--- src/rtl/alu_dispatch.sv ---
// Issue stage for a small ALU cluster: a one-entry skid plus an issue register feed
// one-hot unit enables and operands, and a registered valid/error pair tracks fired ops.
module alu_dispatch (
  input  logic        clk,
  input  logic        rst_n,
  input  logic        in_valid,
  output logic        in_ready,
  input  logic [3:0]  in_op,
  input  logic [31:0] in_a,
  input  logic [31:0] in_b,
  input  logic        stall,
  output logic [2:0]  en,
  output logic [1:0]  fu_op,
  output logic [31:0] fu_a,
  output logic [31:0] fu_b,
  output logic        res_valid,
  output logic        res_err,
  output logic [15:0] issue_cnt
);

  localparam int DATA_W = 32;

  function automatic logic [15:0] sat_inc(input logic [15:0] v);
    return (v == 16'hFFFF) ? v : v + 16'd1;
  endfunction

  logic              skid_valid_q, skid_valid_d;
  logic [3:0]        skid_op_q, skid_op_d;
  logic [DATA_W-1:0] skid_a_q, skid_a_d;
  logic [DATA_W-1:0] skid_b_q, skid_b_d;
  logic              iss_valid_q, iss_valid_d;
  logic [3:0]        iss_op_q, iss_op_d;
  logic [DATA_W-1:0] iss_a_q, iss_a_d;
  logic [DATA_W-1:0] iss_b_q, iss_b_d;
  logic              in_ready_q, in_ready_d;
  logic              res_valid_q, res_valid_d;
  logic              res_err_q, res_err_d;
  logic [15:0]       issue_cnt_q, issue_cnt_d;

  logic accept, adv, fire, iss_illegal;

  always_comb begin
    skid_valid_d = skid_valid_q;
    skid_op_d    = skid_op_q;
    skid_a_d     = skid_a_q;
    skid_b_d     = skid_b_q;
    iss_valid_d  = iss_valid_q;
    iss_op_d     = iss_op_q;
    iss_a_d      = iss_a_q;
    iss_b_d      = iss_b_q;

    accept      = in_valid && in_ready_q;
    adv         = !iss_valid_q || !stall;
    fire        = iss_valid_q && !stall;
    iss_illegal = (iss_op_q[3:2] == 2'b11);

    if (adv) begin
      if (skid_valid_q) begin
        // Skid holds the older op, so it always issues ahead of any new arrival.
        iss_valid_d = 1'b1;
        iss_op_d    = skid_op_q;
        iss_a_d     = skid_a_q;
        iss_b_d     = skid_b_q;
        if (accept) begin
          skid_op_d = in_op;
          skid_a_d  = in_a;
          skid_b_d  = in_b;
        end else begin
          skid_valid_d = 1'b0;
        end
      end else if (accept) begin
        iss_valid_d = 1'b1;
        iss_op_d    = in_op;
        iss_a_d     = in_a;
        iss_b_d     = in_b;
      end else begin
        iss_valid_d = 1'b0;
      end
    end else if (accept) begin
      skid_valid_d = 1'b1;
      skid_op_d    = in_op;
      skid_a_d     = in_a;
      skid_b_d     = in_b;
    end

    in_ready_d  = !skid_valid_d;
    res_valid_d = fire;
    res_err_d   = fire && iss_illegal;
    issue_cnt_d = (fire && !iss_illegal) ? sat_inc(issue_cnt_q) : issue_cnt_q;
  end

  always_ff @(posedge clk or negedge rst_n) begin
    if (!rst_n) begin
      skid_valid_q <= 1'b0;
      skid_op_q    <= '0;
      skid_a_q     <= '0;
      skid_b_q     <= '0;
      iss_valid_q  <= 1'b0;
      iss_op_q     <= '0;
      iss_a_q      <= '0;
      iss_b_q      <= '0;
      in_ready_q   <= 1'b1;
      res_valid_q  <= 1'b0;
      res_err_q    <= 1'b0;
      issue_cnt_q  <= '0;
    end else begin
      skid_valid_q <= skid_valid_d;
      skid_op_q    <= skid_op_d;
      skid_a_q     <= skid_a_d;
      skid_b_q     <= skid_b_d;
      iss_valid_q  <= iss_valid_d;
      iss_op_q     <= iss_op_d;
      iss_a_q      <= iss_a_d;
      iss_b_q      <= iss_b_d;
      in_ready_q   <= in_ready_d;
      res_valid_q  <= res_valid_d;
      res_err_q    <= res_err_d;
      issue_cnt_q  <= issue_cnt_d;
    end
  end

  // Operands are masked while the issue register is empty so the units see quiet inputs.
  always_comb begin
    en    = 3'b000;
    fu_op = 2'b00;
    fu_a  = '0;
    fu_b  = '0;
    if (iss_valid_q) begin
      fu_op = iss_op_q[1:0];
      fu_a  = iss_a_q;
      fu_b  = iss_b_q;
      case (iss_op_q[3:2])
        2'b00:   en = 3'b001;
        2'b01:   en = 3'b010;
        2'b10:   en = 3'b100;
        default: en = 3'b000;
      endcase
    end
  end

  assign in_ready  = in_ready_q;
  assign res_valid = res_valid_q;
  assign res_err   = res_err_q;
  assign issue_cnt = issue_cnt_q;

endmodule

--- config.mk ---
export PLATFORM = sky130hd
export DESIGN_NAME = alu_dispatch
export DESIGN_NICKNAME = d
export VERILOG_FILES = /design/src/rtl/alu_dispatch.sv
export SDC_FILE = /design/constraint.sdc
export NUM_CORES = 1
export LEC_CHECK = 0
export CAP_MARGIN = 20
export CORE_MARGIN = 2
export CORE_UTILIZATION = 44
export DETAILED_ROUTE_END_ITERATION = 16
export GPL_TIMING_DRIVEN = 0
export PLACE_DENSITY_LB_ADDON = 0.15
export SYNTH_ARGS = -nofsm -noshare
export SYNTH_HDL_FRONTEND = slang
export SYNTH_SLANG_ARGS = --single-unit
--- constraint.sdc ---
create_clock -name clk -period 2.54 [get_ports clk]
set_input_delay 0.381 -clock clk [delete_from_list [all_inputs] [get_ports clk]]
set_output_delay 0.381 -clock clk [all_outputs]
set_load 0.02 [all_outputs]
==> impl_results.md <==
* R2r setup slk at 490 ps
* First-pass GRT wire length at roughly 27,000 um
* Initial Util at 44.7%
* Core area at 15,800 sq um
* Gate power share at between 40% and 50%
* Status: finished, final reports clean
* Part of the power in registers at 34.0%
* Peak supply drop at 687 uV
* CP Depth at 4
* # rows at 46
* Crit Path Max Fanout at 10
* CP delay by family, top: buffers and inverters
* Place WS at 60.9 ps
* Mapped Area at 7050 sq um
* CP Capture Type: primary output
* Crit-path max cell delay at 610 ps
* Largest net degree at the start of global routing at 96
* Tot GR Track Use at approximately a fifth
* Gpl congestion at 0.812
* Synth-to-Final Area Change at 36.1%
* Buf+Inv Stages, Crit Path at 3
* Synth top area share at 55.4%
* Syn. warnings at 0
* Dpl hpwl at 11,700 um
* Worst reg2reg path depth at 5
* Routed wire length at 16,800 um
* # diodes at 0
* Sequential area share after synthesis at ~56%
* Via-to-Cell Ratio at 5.10
* Num ports at 160
* Worst Path Required at 2160 ps
* # hold bufs at CTS at 0
* Pint at 8.24 mW
* Cell taking the most area after synthesis: dfrtp_1
* Met1 Resource Use GR at ~27%
* Final setup fails at 0
* GR Overflow Total at 0
* Period utilisation layout at ~93%
* Arrival @ worst endpoint at 1990 ps
* Sw Share at a little over a third
* Mapped Cells at approximately 600
* Crit path max-delay cell type: clkdlybuf4s50_1
* Period minus WS final at 2370 ps
* Grt met2 use at 33.7%
* Fmax at 421 MHz
* Final hold slack at approximately 24 ps
* Synthesis-stage register bit count at 157
* Relative slew slack at 40.1%
* Final hold vios at 0
* Leak at 4.15 nW
* Clock share of power at between 20% and 30%
* Syn_nets at 676
* Clock Tree Buf Depth at 2
* Max Slew Vio Count at 0
* Antenna violations before repair at 0
* Netlist cell types at 37
* Clock Sinks at about 160
* Clock Latency Late Sink at 420 ps
* Die height at around 130 um
* RSZ-0062 raised after global routing: no
* Number of CTS-inserted buffers at 17
* TritonCTS clock tree: built
* DRC Markers at 0
* Post-route ant nets at 0
* Port Buffers at 159
* Layout Nets at 855
* Die Wd at 131 um
* Power Total at 12.8 mW
* Vias at 5,152
* CP startpoint kind: flip-flop
* Iter 0 DRT Violations at 234
* Number of H-tree levels at 4
* Max-capacitance violation count at 0
* Least-Margin Pin Slew at 899 ps
* Vias in the first global route at around 5,400
* Crit-path cells: buf_4 -> clkbuf_1 -> and2_1 -> clkdlybuf4s50_1
* Root buf cell: clkbuf_16
* Layout cells sized above 1 at 16.8%
* Fin Clk Skew at 4.94 ps
* Syn avg cell area at 11.7 sq um
* DR WL/cell at around 17 um
* Net Switching at about 4.5 mW
* Final worst slack at 167 ps
* Die ar. at 17,000 sq um
* Pre-antenna DRT Iters at 4
* Top post-synthesis cells by area: dfrtp_1 (55%), mux2_2 (11%), mux2i_1 (9.7%)
* Met3 GRT Util at 4.64%
* Cell Pwr Density at 1330 nW/um^2
* Clk pin slew, worst setup/hold paths at roughly 60 ps
* Setup Fix Bufs, Post-CTS at 0
* WS Path Type: reg -> out
* HP Class: in -> async
* Top Usage Layer GRT: met2
power groups by stage:
stage / combinational [mW] / sequential [mW] / clock [mW]
final: 5.65 / 4.34 / 2.78
after global routing: 6.16 / 4.49 / 2.93
after CTS: 5.73 / 4.34 / 2.83
after detailed placement: 5.69 / 4.37 / 0
after global placement: 5.56 / 4.30 / 0
after floorplan: 3.57 / 4.24 / 0
kinds of logic (layout without fill, tap and decap cells):
logic type	Yosys count	after routing	share of synthesized area, %
adders and majority gates	1	1	0.178
and+or+nand+nor	182	182	13.9
DFF	157	157	55.8
muxes	137	137	20.7
buffers and inverters	40	231	2.43
xor gates and xnor gates	15	15	1.86
AOI/OAI and AO/OA	71	71	5.11
per-stage QoR:
stage	instances	utilization (%)	instance area [sq um]	TNS, ps
CTS	1010	60.8	9590	0
global placement	978	56.5	8910	-810930
global route	1010	60.8	9590	0
floorplan	603	-	7050	0
finish	1010	60.8	9590	0
detailed placement	979	56.7	8940	0
metal layers:
layer	wire length, um	part of all wire, %	up-vias
met5	0	0	-
met1	7370	44	2571
met2	8180	49	135
met3	853	5.1	28
li1	-	-	2418
met4	391	2.3	0
path summary, 6_finish.rpt:
kind,endpoint,startpoint
max,fu_b[6],iss_valid_q$_DFFE_PN0N_
min,iss_a_q[7]$_DFFE_PN0P_,rst_n
max reg2reg,skid_b_q[26]$_DFFE_PN0P_,in_ready$_DFF_PN1_
min reg2reg,iss_a_q[9]$_DFFE_PN0P_,iss_a_q[9]$_DFFE_PN0P_
max in group asynchronous,iss_op_q[1]$_DFFE_PN0P_,rst_n
min in group clk,iss_a_q[9]$_DFFE_PN0P_,iss_a_q[9]$_DFFE_PN0P_
flip-flops by register name, indices dropped and copies added (netlist names):
signal,count
in_ready,1
iss_op_q,4
iss_b_q,32
skid_op_q,4
iss_valid_q,1
skid_valid_q,1
issue_cnt,16
res_valid,1
iss_a_q,32
skid_a_q,32
skid_b_q,32
res_err,1
area by class of cell:
class                   count  area (sq um)
well taps                 216           270
multi-input cells         406          2950
fillers                  1304          6180
clock inverters            11           190
repair buffers            160          1620
flip-flops and latches    157          3930
clock buffers              20           457
plain buffers              38           170
inverters                   2          7.51
synthesized netlist by cell type:
library cell	number
nand3_1	4
xor2_1	15
and3b_1	1
clkbuf_1	21
nand4_4	1
nand4_2	1
and3_2	1
o21ai_0	68
nor4_2	1
and3_1	1
a22o_1	1
or3b_4	1
or2_2	1
inv_2	1
ha_1	1
nor2_2	2
buf_4	1
nor3_1	7
and2_1	66
nor4_1	4
a31oi_1	1
a21oi_1	1
mux2_2	68
nand4_1	3
buf_2	14
nor4_4	1
mux2_4	1
mux2i_1	68
and4_2	1
nor2_1	3
dfstp_2	1
nand2_1	79
nor3b_1	3
buf_1	2
inv_1	1
dfrtp_1	156
and2b_1	1
cells in the final DEF (no fill, tap or decap), types with 2 or more instances in the layout:
cell type,n
and2_1,66
buf_1,2
buf_2,14
bufinv_16,5
clkbuf_1,17
clkbuf_16,17
clkbuf_2,5
clkbuf_8,2
clkdlybuf4s50_1,157
clkinv_2,2
clkinvlp_4,4
dfrtp_1,156
mux2_2,68
mux2i_1,68
nand2_1,79
nand3_1,4
nand4_1,3
nor2_1,3
nor2_2,2
nor3_1,7
nor3b_1,3
nor4_1,4
o21ai_0,68
xor2_1,15
what timing repair did:
item	in CTS	in global routing
gates resized for setup	2	7
pin swaps	0	0
endpoints found under the setup margin	10	31
No activity file was read; power rests on OpenSTA's default activity.
